<file path="config.mk">
export PLATFORM = sky130hd
export DESIGN_NAME = mul_share_arb
export DESIGN_NICKNAME = d
export VERILOG_FILES = /design/src/rtl/mul_share_arb.sv
export SDC_FILE = /design/constraint.sdc
export NUM_CORES = 1
export LEC_CHECK = 0
export BUFFER_PORTS_ARGS = -buffer_cell sky130_fd_sc_hd__buf_2
export CORE_MARGIN = 2
export CORE_UTILIZATION = 35
export CTS_CLUSTER_SIZE = 20
export DETAILED_ROUTE_END_ITERATION = 8
export GPL_TIMING_DRIVEN = 0
export PLACE_DENSITY = 0.77
export SYNTH_ARGS = -nofsm -noshare
export SYNTH_HDL_FRONTEND = slang
export SYNTH_SLANG_ARGS = --single-unit
</file>
<file path="constraint.sdc">
create_clock -name clk -period 1.6 [get_ports clk]
set_clock_uncertainty 0.15 [all_clocks]
set_input_delay 0.24 -clock clk [delete_from_list [all_inputs] [get_ports clk]]
set_output_delay 0.24 -clock clk [all_outputs]
set_load 0.005 [all_outputs]
</file>
<file path="src/rtl/mul_share_arb.sv">
// Shares one combinational 5x5 magnitude multiplier between NREQ sign-magnitude requesters.
// Define MUL_SHARE_FIXED_PRIO_EN for lowest-index-wins arbitration; otherwise round-robin.
module mul_share_arb #(
  parameter int NREQ = 2,
  parameter int IDW  = 2
) (
  input  logic              clk,
  input  logic              reset,
  input  logic [NREQ-1:0]   req_valid,
  input  logic [NREQ*6-1:0] req_a,
  input  logic [NREQ*6-1:0] req_b,
  output logic [NREQ-1:0]   req_ready,
  output logic [4:0]        mul_a,
  output logic [4:0]        mul_b,
  input  logic [9:0]        mul_p,
  output logic              resp_valid,
  input  logic              resp_ready,
  output logic [IDW-1:0]    resp_id,
  output logic [11:0]       resp_p
);

  // Handshake: a request transfers on an edge where req_valid[i] && req_ready[i];
  // a result transfers on an edge where resp_valid && resp_ready.
  typedef enum logic [1:0] {IDLE, CALC, RESP} state_t;

  state_t          state_q, state_d;
  logic [5:0]      op_a_q, op_a_d, op_b_q, op_b_d;
  logic [IDW-1:0]  gid_q, gid_d;
  logic [IDW-1:0]  resp_id_q, resp_id_d;
  logic [11:0]     resp_p_q, resp_p_d;

  logic            grant_found;
  logic [IDW-1:0]  grant_id;
  logic [NREQ-1:0] scan_vec;
  logic [5:0]      sel_a, sel_b;
  logic            accept;

`ifndef MUL_SHARE_FIXED_PRIO_EN
  logic [IDW-1:0]  ptr_q, ptr_d;
`endif

  // scan_vec[k] is the request k places above the current search origin
  always_comb begin
    grant_found = 1'b0;
    grant_id    = '0;
`ifdef MUL_SHARE_FIXED_PRIO_EN
    scan_vec = req_valid;
`else
    scan_vec = NREQ'({req_valid, req_valid} >> ptr_q);
`endif
    for (int k = 0; k < NREQ; k++) begin
      if (!grant_found && scan_vec[k]) begin
        grant_found = 1'b1;
`ifdef MUL_SHARE_FIXED_PRIO_EN
        grant_id = IDW'(k);
`else
        grant_id = IDW'((int'(ptr_q) + k) % NREQ);
`endif
      end
    end
  end

  assign accept = (state_q == IDLE) && grant_found && !reset;

  always_comb begin
    req_ready = '0;
    sel_a     = '0;
    sel_b     = '0;
    for (int i = 0; i < NREQ; i++) begin
      if (grant_id == IDW'(i)) begin
        req_ready[i] = accept;
        sel_a        = req_a[6*i +: 6];
        sel_b        = req_b[6*i +: 6];
      end
    end
  end

  always_comb begin
    state_d   = state_q;
    op_a_d    = op_a_q;
    op_b_d    = op_b_q;
    gid_d     = gid_q;
    resp_id_d = resp_id_q;
    resp_p_d  = resp_p_q;
`ifndef MUL_SHARE_FIXED_PRIO_EN
    ptr_d     = ptr_q;
`endif
    case (state_q)
      IDLE: begin
        if (accept) begin
          op_a_d  = sel_a;
          op_b_d  = sel_b;
          gid_d   = grant_id;
          state_d = CALC;
        end
      end
      CALC: begin
        // -0 is kept: the sign is the operand sign XOR even for a zero product
        resp_p_d  = {op_a_q[5] ^ op_b_q[5], 1'b0, mul_p};
        resp_id_d = gid_q;
        state_d   = RESP;
      end
      RESP: begin
        if (resp_ready) begin
`ifndef MUL_SHARE_FIXED_PRIO_EN
          if (resp_id_q == IDW'(NREQ - 1)) ptr_d = '0;
          else                             ptr_d = resp_id_q + IDW'(1);
`endif
          state_d = IDLE;
        end
      end
      default: state_d = IDLE;
    endcase
  end

  always_ff @(posedge clk) begin
    if (reset) begin
      state_q   <= IDLE;
      op_a_q    <= '0;
      op_b_q    <= '0;
      gid_q     <= '0;
      resp_id_q <= '0;
      resp_p_q  <= '0;
`ifndef MUL_SHARE_FIXED_PRIO_EN
      ptr_q     <= '0;
`endif
    end else begin
      state_q   <= state_d;
      op_a_q    <= op_a_d;
      op_b_q    <= op_b_d;
      gid_q     <= gid_d;
      resp_id_q <= resp_id_d;
      resp_p_q  <= resp_p_d;
`ifndef MUL_SHARE_FIXED_PRIO_EN
      ptr_q     <= ptr_d;
`endif
    end
  end

  assign mul_a      = op_a_q[4:0];
  assign mul_b      = op_b_q[4:0];
  assign resp_valid = (state_q == RESP);
  assign resp_id    = resp_id_q;
  assign resp_p     = resp_p_q;

endmodule

</file>
==> impl_metrics.csv, run 1 <==
group,metric,value,unit
status,outcome,"complete, but fails checks",
status,violations,"setup timing",
die,start_util,0.365,
setup_path,critPathSlowestCell,"or3_1",
clock_tree,cts_tree,"built",
setup_path,max_stage_delay,0.37,ns
grt,grt_pass1_vias,1199,
clock_tree,clock_path_buffers,2,
yosys,synth_sequential_area_ratio,0.457,
grt,grt_pass1_wl,5100,um
power_and_ir_drop,p_int,1260,uW
cells_and_area,antenna_cells,0,
grt,grt_use_total,0.161,
cells_and_area,register_area,563,um^2
placed_design,dp_slack,-0.207,ns
sta,hold_viol,0,
die,fp.coreArea,0.00336,mm^2
clock_tree,insertion_delay,0.33,ns
yosys,synth_cells,141,
cells_and_area,final_util,0.607,
clock_tree,cts_buffers,3,
cells_and_area,syn_to_final_growth,66.4,%
clock_tree,clk_pin_slew,0.16,ns
worst_hold_path,hold-path-cell-count,3,
power_and_ir_drop,max-vdd-ir-drop,0.477,mV
setup_path,worstPathRequired,1.21,ns
worst_hold_path,min_path_type,"input port to register",
yosys,synth-xor-area-share,0.00714,
cells_and_area,drive_gt1_frac,0.469,
sta,rsz0062_at_grt,"true",
cells_and_area,most-common-layout-cells,"buf_2, nand2_1, dfxtp_1",
setup_path,crit_chain,"or3_1 -> buf_6 -> buf_8 -> nor3b_4 -> buf_2",
power_and_ir_drop,seqPwrFrac,0.469,
die,die-width,63.2,um
yosys,yosys_register_bits,28,
detailed_routing,num_vias,1308,
sta,drv_slew,0,
detailed_routing,vias_per_cell,4.59,
power_and_ir_drop,power.total,1680,uW
setup_path,cp-end-kind,"output pin",
placed_design,place_congestion,0.755,
job,maxCapViolCount,0,
yosys,synth_compound_gate_area_share,0.188,
cells_and_area,post-route-cell-area,0.00204,mm^2
setup_path,path_buf_inv,3,
die,io_pins,66,
clock_tree,cts-htree-levels,1,
yosys,synth_cell_types,26,
detailed_routing,wire_per_inst,11.7,um
detailed_routing,ant_nets,0,
sta,fmax,501,MHz
detailed_routing,drt-total-wl,3330,um
cells_and_area,multi_input_area,568,um^2
clock_tree,cts.sinks,28,
placed_design,postPlaceCellArea,0.00160,mm^2
sta,finalSetupViolCount,11,
detailed_routing,first_pass_iters,4,
sta,fin_ws,-0.396,ns
yosys,syn_area,0.00123,mm^2
grt,grt_max_degree,17,
sta,fin_crit_sh,1.25,
placed_design,hpwl,2140,um
power_and_ir_drop,p_sw,417,uW
setup_path,startpoint_type,"register",
yosys,synth_simple_gate_area_frac,0.221,
detailed_routing,drt_iter0_markers,45,
setup_path,worstSetupPathType,"register to output pin",
power_and_ir_drop,p_clk_frac,0.276,
sta,fin_crit,2.00,ns
yosys,yosysWarnings,0,
die,fp.dieH,63.2,um
clock_tree,cts_root_buf,"clkbuf_4",
yosys,synth_mux_area_frac,0.00815,
cells_and_area,fillers,322,
power_and_ir_drop,combPwrFrac,0.255,
grt,gr-total-overflow,0,
grt,antenna_found_initial,0,
placed_design,port_buffers,63,
detailed_routing,drc,0,
cells_and_area,final_nets,279,
die,die-area,0.00400,mm^2
setup_path,cp_top_family,"simple AND/OR/NAND/NOR gates",
power_and_ir_drop,power_density,823,mW/mm^2
sta,hold_ws,0.00981,ns
die,rows,21,
setup_path,worst-path-max-fanout,4,
cells_and_area,final_common_cell,"buf_2",
yosys,synth_fa_ha_area_frac,0,
power_and_ir_drop,swShare,0.248,
setup_path,critPathArrivalTime,1.61,ns
yosys,synth_top_family_by_area,"simple AND/OR/NAND/NOR gates",
setup_path,worstSetupPathDepth,5,
power_and_ir_drop,p_leak,0.000980,uW
yosys,syn_area_per_cell,8.71,um^2
setup_path,reg2regPathDepth,7,
==> path summary, 6_finish.rpt <==
check,start,end,slack [ns]
worst max register to register,state_q[0],op_a_q[4],-0.12
worst min register to register,resp_p[7],resp_p[7],0.31
worst max-delay path,state_q[0],req_ready[1],-0.40
worst min-delay path,resp_ready,state_q[1],0.01
==> routing by layer <==
metal / global-route usage / vias to the layer above / wire [um]
met3: 0.0268 / 4 / 141
met2: 0.291 / 31 / 1720
li1: - / 670 / -
met4: 0.0707 / 0 / 46
met1: 0.184 / 603 / 1430
met5: 0 / - / 0
==> worst min-delay path, delay by kind of cell <==
family	cells	cell delay (ns)
buffers and inverters	1	0.09
and+or+nand+nor	1	0.09
AOI/OAI and AO/OA	1	0.06
==> final cells by class <==
type	instances	share of cell area
Buffer	20	0.0748
Clock buffer	3	0.0110
Clock inverter	1	0.0147
Inverter	2	0.00368
Multi-Input combinational cell	91	0.278
Sequential cell	28	0.276
Tap cell	46	0.0282
Timing Repair Buffer	94	0.314
==> repair_timing <==
item	in CTS	in global routing
gates cloned	0	1
pin swaps	3	6
endpoints found under the hold margin	23	0
hold buffers	23	0
endpoints found under the setup margin	12	23
buffers inserted	6	1
gates resized for setup	9	15
==> per-stage QoR <==
step                      std cells  TNS, ns
after detailed placement        251    -1.32
final                           285    -1.46
after CTS                       284    -2.08
after floorplan                 142        0
after global routing            285    -2.09
after global placement          251    -1.21
==> kinds of logic (layout without fill, tap and decap cells) <==
kind of cell,count (synthesis),count (layout)
compound gates,28,28
xor+xnor,1,1
buf+inv,23,120
flops,28,28
mux,1,1
other cells,1,2
simple gates,59,59
==> power groups by stage <==
stage / clock, uW / combinational [uW] / sequential (uW)
floorplan: 0 / 191 / 801
global placement: 0 / 315 / 805
detailed placement: 0 / 321 / 805
CTS: 467 / 400 / 787
global route: 500 / 465 / 796
finish: 463 / 429 / 788
==> sequential cells by signal, indices dropped and copies added (netlist names) <==
signal,count
resp_id,1
op_a_q,6
gid_q,1
resp_p,11
op_b_q,6
ptr_q,1
state_q,2
==> synth_stat cells <==
cell type	n	area share
nor3_1	12	0.049
nor2b_1	3	0.015
a21o_1	1	0.0061
and2b_1	1	0.0061
nand3b_1	1	0.0061
nand2b_1	1	0.0051
buf_6	1	0.0092
a221o_2	8	0.073
mux2i_1	1	0.0082
nor2_1	3	0.0092
xnor2_1	1	0.0071
a211oi_4	1	0.016
or3_1	1	0.0051
nand2_1	34	0.10
a211oi_1	1	0.0061
or2_2	1	0.0051
or2b_1	1	0.0061
dfxtp_1	28	0.46
nor3b_2	1	0.010
a21oi_1	13	0.053
a221o_1	4	0.033
conb_1	1	0.0031
clkbuf_1	5	0.015
inv_1	2	0.0061
buf_2	3	0.012
buf_4	12	0.073
(Power assumes the default switching activity.)
==> run 2: changes to the inputs <==
--- a/config.mk
+++ b/config.mk
@@ -5,13 +5,15 @@
 export SDC_FILE = /design/constraint.sdc
 export NUM_CORES = 1
 export LEC_CHECK = 0
+export ABC_AREA = 1
 export BUFFER_PORTS_ARGS = -buffer_cell sky130_fd_sc_hd__buf_2
 export CORE_MARGIN = 2
 export CORE_UTILIZATION = 35
 export CTS_CLUSTER_SIZE = 20
 export DETAILED_ROUTE_END_ITERATION = 8
 export GPL_TIMING_DRIVEN = 0
-export PLACE_DENSITY = 0.77
+export PLACE_DENSITY = 0.76
+export SLEW_MARGIN = 20
 export SYNTH_ARGS = -nofsm -noshare
 export SYNTH_HDL_FRONTEND = slang
 export SYNTH_SLANG_ARGS = --single-unit
==> run 2 against run 1 <==
Effect of this change: the flow now finishes without violations; sequential share of layout area grew 3.6 points; core utilization shrank 11 points; sequential power is essentially flat; routed wire length shrank 7.2%; largest power group unchanged; non-clock buffer count shrank 22.
==> impl_metrics.csv, run 2 <==
group,metric,value,unit
clock_tree,cts_tree,"built",
setup_path,setup.worst_path.end,"req_ready[1]",
yosys,synth_ff_type,"dfxtp_1",
cells_and_area,final_common_cell,"buf_2",
cells_and_area,largest_reg_flops,11,
yosys,synth_fa_ha_area_frac,0,
sta,fin_ws,0.0500,ns
clock_tree,clk_pin_slew,0.09,ns
setup_path,startpoint,"state_q[1]",
setup_path,crit_chain,"inv_2 -> nand3_2 -> nor2_4 -> buf_6 -> nand2_2 -> inv_1 -> buf_2",
power_and_ir_drop,power_density,839,mW/mm^2
job,maxCapViolCount,0,
yosys,synth_most_common_cell,"nand2_1",
sta,fin_crit_sh,0.969,
power_and_ir_drop,p_leak,0.000974,uW
yosys,synth_cell_types,19,
sta,fin_tns_setup,0,ns
sta,hold_ws,0.0408,ns
die,start_util,0.361,
setup_path,reg2regPathDepth,6,
placed_design,dp.cells,298,
die,rows,22,
yosys,synth_top_area_share,0.431,
yosys,synth_simple_gate_area_frac,0.299,
yosys,async_reset_ff_frac,0,
detailed_routing,num_vias,1316,
die,die-width,65.0,um
placed_design,port_buffers,63,
detailed_routing,ant_nets,0,
setup_path,startpoint_type,"register",
sta,drv_slew,0,
yosys,yosys_register_bits,28,
setup_path,critPathArrivalTime,1.16,ns
power_and_ir_drop,max-vdd-ir-drop,0.437,mV
die,fp.dieH,65.0,um
detailed_routing,drt_iter0_markers,38,
cells_and_area,fillers,382,
cells_and_area,final_util,0.502,
cells_and_area,syn_to_final_growth,39.1,%
sta,fmax,645,MHz
setup_path,worstReg2RegStart,"state_q[1]",
detailed_routing,wire_per_inst,10.0,um
yosys,synth_sequential_area_ratio,0.431,
cells_and_area,instances_no_fill,309,
yosys,synth_top_cell_by_area,"dfxtp_1",
detailed_routing,first_pass_iters,4,
die,fp.coreArea,0.00361,mm^2
sta,rsz0062_at_grt,"true",
status,outcome,"complete, no violations",
yosys,synthTopCellsByCount,"nand2_1, dfxtp_1, nor2_1",
yosys,synth_cells,186,
detailed_routing,drt-total-wl,3090,um
detailed_routing,vias_per_cell,4.26,
grt,grt_pass1_vias,1160,
yosys,synth_compound_gate_area_share,0.115,
setup_path,r2r_slack,0.24,ns
placed_design,dp_slack,0.0714,ns
setup_path,cp-end-kind,"output pin",
yosys,synth_top_family_by_area,"simple AND/OR/NAND/NOR gates",
yosys,syn_area,0.00130,mm^2
cells_and_area,most-common-layout-cells,"buf_2, nand2_1, dfxtp_1",
setup_path,worst-path-max-fanout,3,
yosys,synthTopCellsByArea,"dfxtp_1, nand2_1, buf_4, nor2_1, a21oi_1",
cells_and_area,final_nets,302,
clock_tree,insertion_delay,0.27,ns
cells_and_area,drive_gt1_frac,0.421,
worst_hold_path,min_path_type,"input port to register",
die,io_pins,66,
clock_tree,clock_path_buffers,2,
clock_tree,cts_root_buf,"clkbuf_8",
placed_design,place_congestion,0.763,
sta,finalSetupViolCount,0,
yosys,synth-xor-area-share,0.00673,
setup_path,r2r-end,"resp_p[5]",
grt,grt_use_total,0.147,
clock_tree,cts.sinks,28,
clock_tree,cts-htree-levels,1,
setup_path,worstPathRequired,1.21,ns
grt,gr-total-overflow,0,
detailed_routing,drc,0,
grt,antenna_found_initial,0,
grt,grt_max_degree,15,
die,die-area,0.00422,mm^2
grt,grt_pass1_wl,5000,um
setup_path,max_stage_delay,0.34,ns
sta,hold_viol,0,
yosys,synth_mux_area_frac,0,
setup_path,critPathSlowestCell,"dfxtp_2",
yosys,syn_area_per_cell,7.00,um^2
yosys,yosysWarnings,0,
placed_design,hpwl,2250,um
clock_tree,cts_buffers,3,
cells_and_area,antenna_cells,0,
sta,fin_crit,1.55,ns
setup_path,worstSetupPathType,"register to output pin",
yosys,synth-edff-count,0,
run 2: critical path: cells and delay by family (launching register included):
kind / cells / cell delay [ns]
buf+inv: 4 / 0.34
flops: 1 / 0.34
simple gates: 3 / 0.22
run 2: cell type report:
cell class | instances | area [um^2] | area share
clock buffers | 3 | 41.3 | 0.0228
well taps | 48 | 60.1 | 0.0332
flip-flops and latches | 28 | 564 | 0.312
multi-input cells | 126 | 572 | 0.316
plain buffers | 20 | 140 | 0.0774
repair buffers | 72 | 383 | 0.211
inverters | 12 | 50.0 | 0.0276
run 2: worst min-delay path by stage:
stage                     slack (ns)        end  startpoint  cells past startpoint
final                           0.04  resp_p[2]    mul_p[2]                      3
after global routing            0.04  op_b_q[0]       reset                      2
after CTS                       0.04  op_b_q[1]       reset                      2
after detailed placement        0.31  op_a_q[3]   op_a_q[3]                      2
after global placement          0.30  op_a_q[3]   op_a_q[3]                      2
after floorplan                 0.16  op_b_q[0]       reset                      1
run 2: cell families (layout without fill, tap and decap cells):
| kind of cell | after synthesis | after routing |
|---|---|---|
| compound gates | 30 | 30 |
| flops | 28 | 28 |
| simple gates | 93 | 93 |
| xor+xnor | 1 | 1 |
| buf+inv | 33 | 107 |
| other cells | 1 | 2 |
run 2: power breakdown:
group / internal [uW] / leakage, uW / total [uW] / switching (uW)
combinational: 182 / 0.000721 / 363 / 181
clock: 169 / 0.0000216 / 371 / 203
sequential: 756 / 0.000231 / 785 / 29.1
total: 1110 / 0.000974 / 1520 / 412
run 2: metrics by stage:
stage / instance area, um^2 / power (uW)
after floorplan: 1310 / 991
after global placement: 1680 / 1120
after detailed placement: 1680 / 1130
after CTS: 1770 / 1520
after global routing: 1810 / 1620
final: 1810 / 1520
run 2: what timing repair did:
action | in CTS | in global routing
endpoints found under the setup margin | 2 | 2
buffers inserted | 4 | 5
hold buffers | 0 | 0
pin swaps | 2 | 5
resized for setup | 7 | 7
run 2: routing by layer:
layer,global-route usage,up-vias,wire length (um)
met5,0,-,0
li1,-,719,-
met3,0.0295,4,197
met2,0.259,39,1450
met1,0.182,554,1410
met4,0.0399,0,36
==> run 3: changes to the inputs <==
--- a/config.mk
+++ b/config.mk
@@ -12,7 +12,7 @@
 export CTS_CLUSTER_SIZE = 20
 export DETAILED_ROUTE_END_ITERATION = 8
 export GPL_TIMING_DRIVEN = 0
-export PLACE_DENSITY = 0.76
+export PLACE_DENSITY = 0.63
 export SLEW_MARGIN = 20
 export SYNTH_ARGS = -nofsm -noshare
 export SYNTH_HDL_FRONTEND = slang
==> run 3 against run 2 <==
Effect of this change: sequential power is essentially flat; non-clock buffer count shrank 3; global-route usage grew 0.58 points; critical path depth shrank 2; critical path type unchanged; critical endpoint is now req_ready[0]; highest routed layer unchanged.
==> impl_metrics.csv, run 3 (synthesis results as in run 2) <==
group,metric,value,unit
sta,fin_tns_setup,0,ns
sta,fin_crit_sh,0.944,
placed_design,postPlaceCellArea,0.00168,mm^2
cells_and_area,post-route-cell-area,0.00184,mm^2
sta,fmax,662,MHz
grt,grt_max_degree,17,
clock_tree,clock_path_buffers,2,
power_and_ir_drop,power_density,919,mW/mm^2
detailed_routing,met3WireLength,187,um
clock_tree,cts_buffers,3,
cells_and_area,fillers,380,
sta,finalSetupViolCount,0,
setup_path,startpoint_type,"register",
cells_and_area,register_area,564,um^2
detailed_routing,dr_wl_met2,1300,um
status,outcome,"complete, no violations",
setup_path,cp-end-kind,"output pin",
worst_hold_path,hp-start,"mul_p[3]",
grt,grt_use_total,0.153,
setup_path,cp_top_family,"flip-flops",
placed_design,place_congestion,0.707,
power_and_ir_drop,p_int,1270,uW
die,die-area,0.00422,mm^2
sta,hold_ws,0.0388,ns
setup_path,critPathArrivalTime,1.12,ns
die,fp.coreArea,0.00361,mm^2
power_and_ir_drop,swShare,0.250,
cells_and_area,final_nets,299,
cells_and_area,multi_input_area,589,um^2
setup_path,reg2regPathDepth,6,
power_and_ir_drop,p_clk_frac,0.324,
die,die-width,65.0,um
setup_path,max_stage_delay,0.34,ns
sta,fin_crit,1.51,ns
clock_tree,insertion_delay,0.27,ns
detailed_routing,drc,0,
cells_and_area,largest_reg_flops,11,
worst_hold_path,holdPathEnd,"resp_p[3]",
setup_path,crit_chain,"inv_4 -> nand4_4 -> buf_6 -> nor2_2 -> buf_2",
grt,gr-total-overflow,0,
setup_path,worstSetupPathType,"register to output pin",
sta,drv_slew,0,
setup_path,r2r-end,"resp_p[0]",
clock_tree,cts_root_buf,"clkbuf_8",
cells_and_area,final_common_cell,"buf_2",
detailed_routing,drt-total-wl,2950,um
grt,grt_pass1_wl,5220,um
power_and_ir_drop,p_sw,423,uW
setup_path,r2r_slack,0.28,ns
sta,hold_viol,0,
worst_hold_path,min_path_type,"input port to register",
power_and_ir_drop,max-vdd-ir-drop,0.341,mV
power_and_ir_drop,p_leak,0.000985,uW
die,start_util,0.361,
job,maxCapViolCount,0,
sta,fin_ws,0.0902,ns
setup_path,critPathSlowestCell,"dfxtp_2",
worst_hold_path,hold-path-cell-count,3,
placed_design,dp_slack,0.0298,ns
detailed_routing,met1_length,1440,um
setup_path,path_buf_inv,3,
cells_and_area,syn_to_final_growth,41.2,%
cells_and_area,antenna_cells,0,
detailed_routing,drt_iter0_markers,53,
clock_tree,cts.sinks,28,
detailed_routing,vias_per_cell,4.31,
cells_and_area,drive_gt1_frac,0.425,
detailed_routing,top_layer_used,"met4",
setup_path,worst-path-max-fanout,4,
sta,rsz0062_at_grt,"false",
power_and_ir_drop,seqPwrFrac,0.464,
power_and_ir_drop,combPwrFrac,0.213,
cells_and_area,most-common-layout-cells,"buf_2, nand2_1, dfxtp_1",
clock_tree,cts_tree,"built",
placed_design,port_buffers,63,
die,io_pins,66,
detailed_routing,first_pass_iters,4,
detailed_routing,num_vias,1324,
detailed_routing,ant_nets,0,
setup_path,worstPathRequired,1.21,ns
detailed_routing,wire_per_inst,9.62,um
placed_design,hpwl,2210,um
grt,antenna_found_initial,0,
die,rows,22,
clock_tree,cts-htree-levels,1,
clock_tree,clk_pin_slew,0.09,ns
grt,grt_pass1_vias,1227,
clock_tree,cts_hold_buffers,0,
die,fp.dieH,65.0,um
setup_path,worstReg2RegStart,"state_q[0]",
run 3: cell types whose count changed in the layout (fill, tap and decap cells not counted), sizes merged:
cell	previous run	this run
buf	89	86
bufinv	0	1
run 3: layer usage:
layer  global-route usage  up-vias
met2                0.245       39
met5                    0        -
met4               0.0399        0
met3               0.0330        2
met1                0.209      566
li1                     -      717
run 3: area by class of cell:
class / count / share of cell area
multi-input cells: 126 / 0.321
flip-flops and latches: 28 / 0.307
repair buffers: 70 / 0.204
plain buffers: 19 / 0.0701
well taps: 48 / 0.0327
inverters: 12 / 0.0272
clock buffers: 3 / 0.0225
clock inverters: 1 / 0.0163
run 3: stage by stage:
stage / utilization / instances / power [uW]
3_3_place_gp: 0.466 / 298 / 1130
3_5_place_dp: 0.466 / 298 / 1130
5_1_grt: 0.510 / 307 / 1800
4_1_cts: 0.507 / 307 / 1710
6_report: 0.510 / 307 / 1690
2_1_floorplan: - / 187 / 991
run 3: power groups by stage:
| stage | Combinational, uW | Clock [uW] | Sequential, uW |
|---|---|---|---|
| floorplan | 194 | 0 | 797 |
| global placement | 330 | 0 | 795 |
| detailed placement | 332 | 0 | 796 |
| CTS | 363 | 569 | 782 |
| global route | 412 | 597 | 791 |
| finish | 359 | 547 | 783 |
run 3: what timing repair did:
item                                    CTS  global route
pin swaps                                 3             3
buffers inserted                          5             2
endpoints found under the setup margin    2             2
cloned                                    0             0
gates resized for setup                  14             6
run 3: worst max-delay path by stage:
stage	startpoint	endpoint	slack, ns	cells after the start
6_report	state_q[0]	req_ready[0]	0.09	5
3_3_place_gp	reset	req_ready[1]	0.04	8
2_1_floorplan	state_q[1]	req_ready[1]	0.35	6
4_1_cts	state_q[0]	req_ready[1]	0.001	7
5_1_grt	state_q[1]	req_ready[1]	0.02	6
3_5_place_dp	reset	req_ready[1]	0.03	8
run 3: worst min-delay path: cells and delay by family:
kind	cells	cell delay, ns
AND/OR/NAND/NOR	2	0.11
buffers and inverters	1	0.08
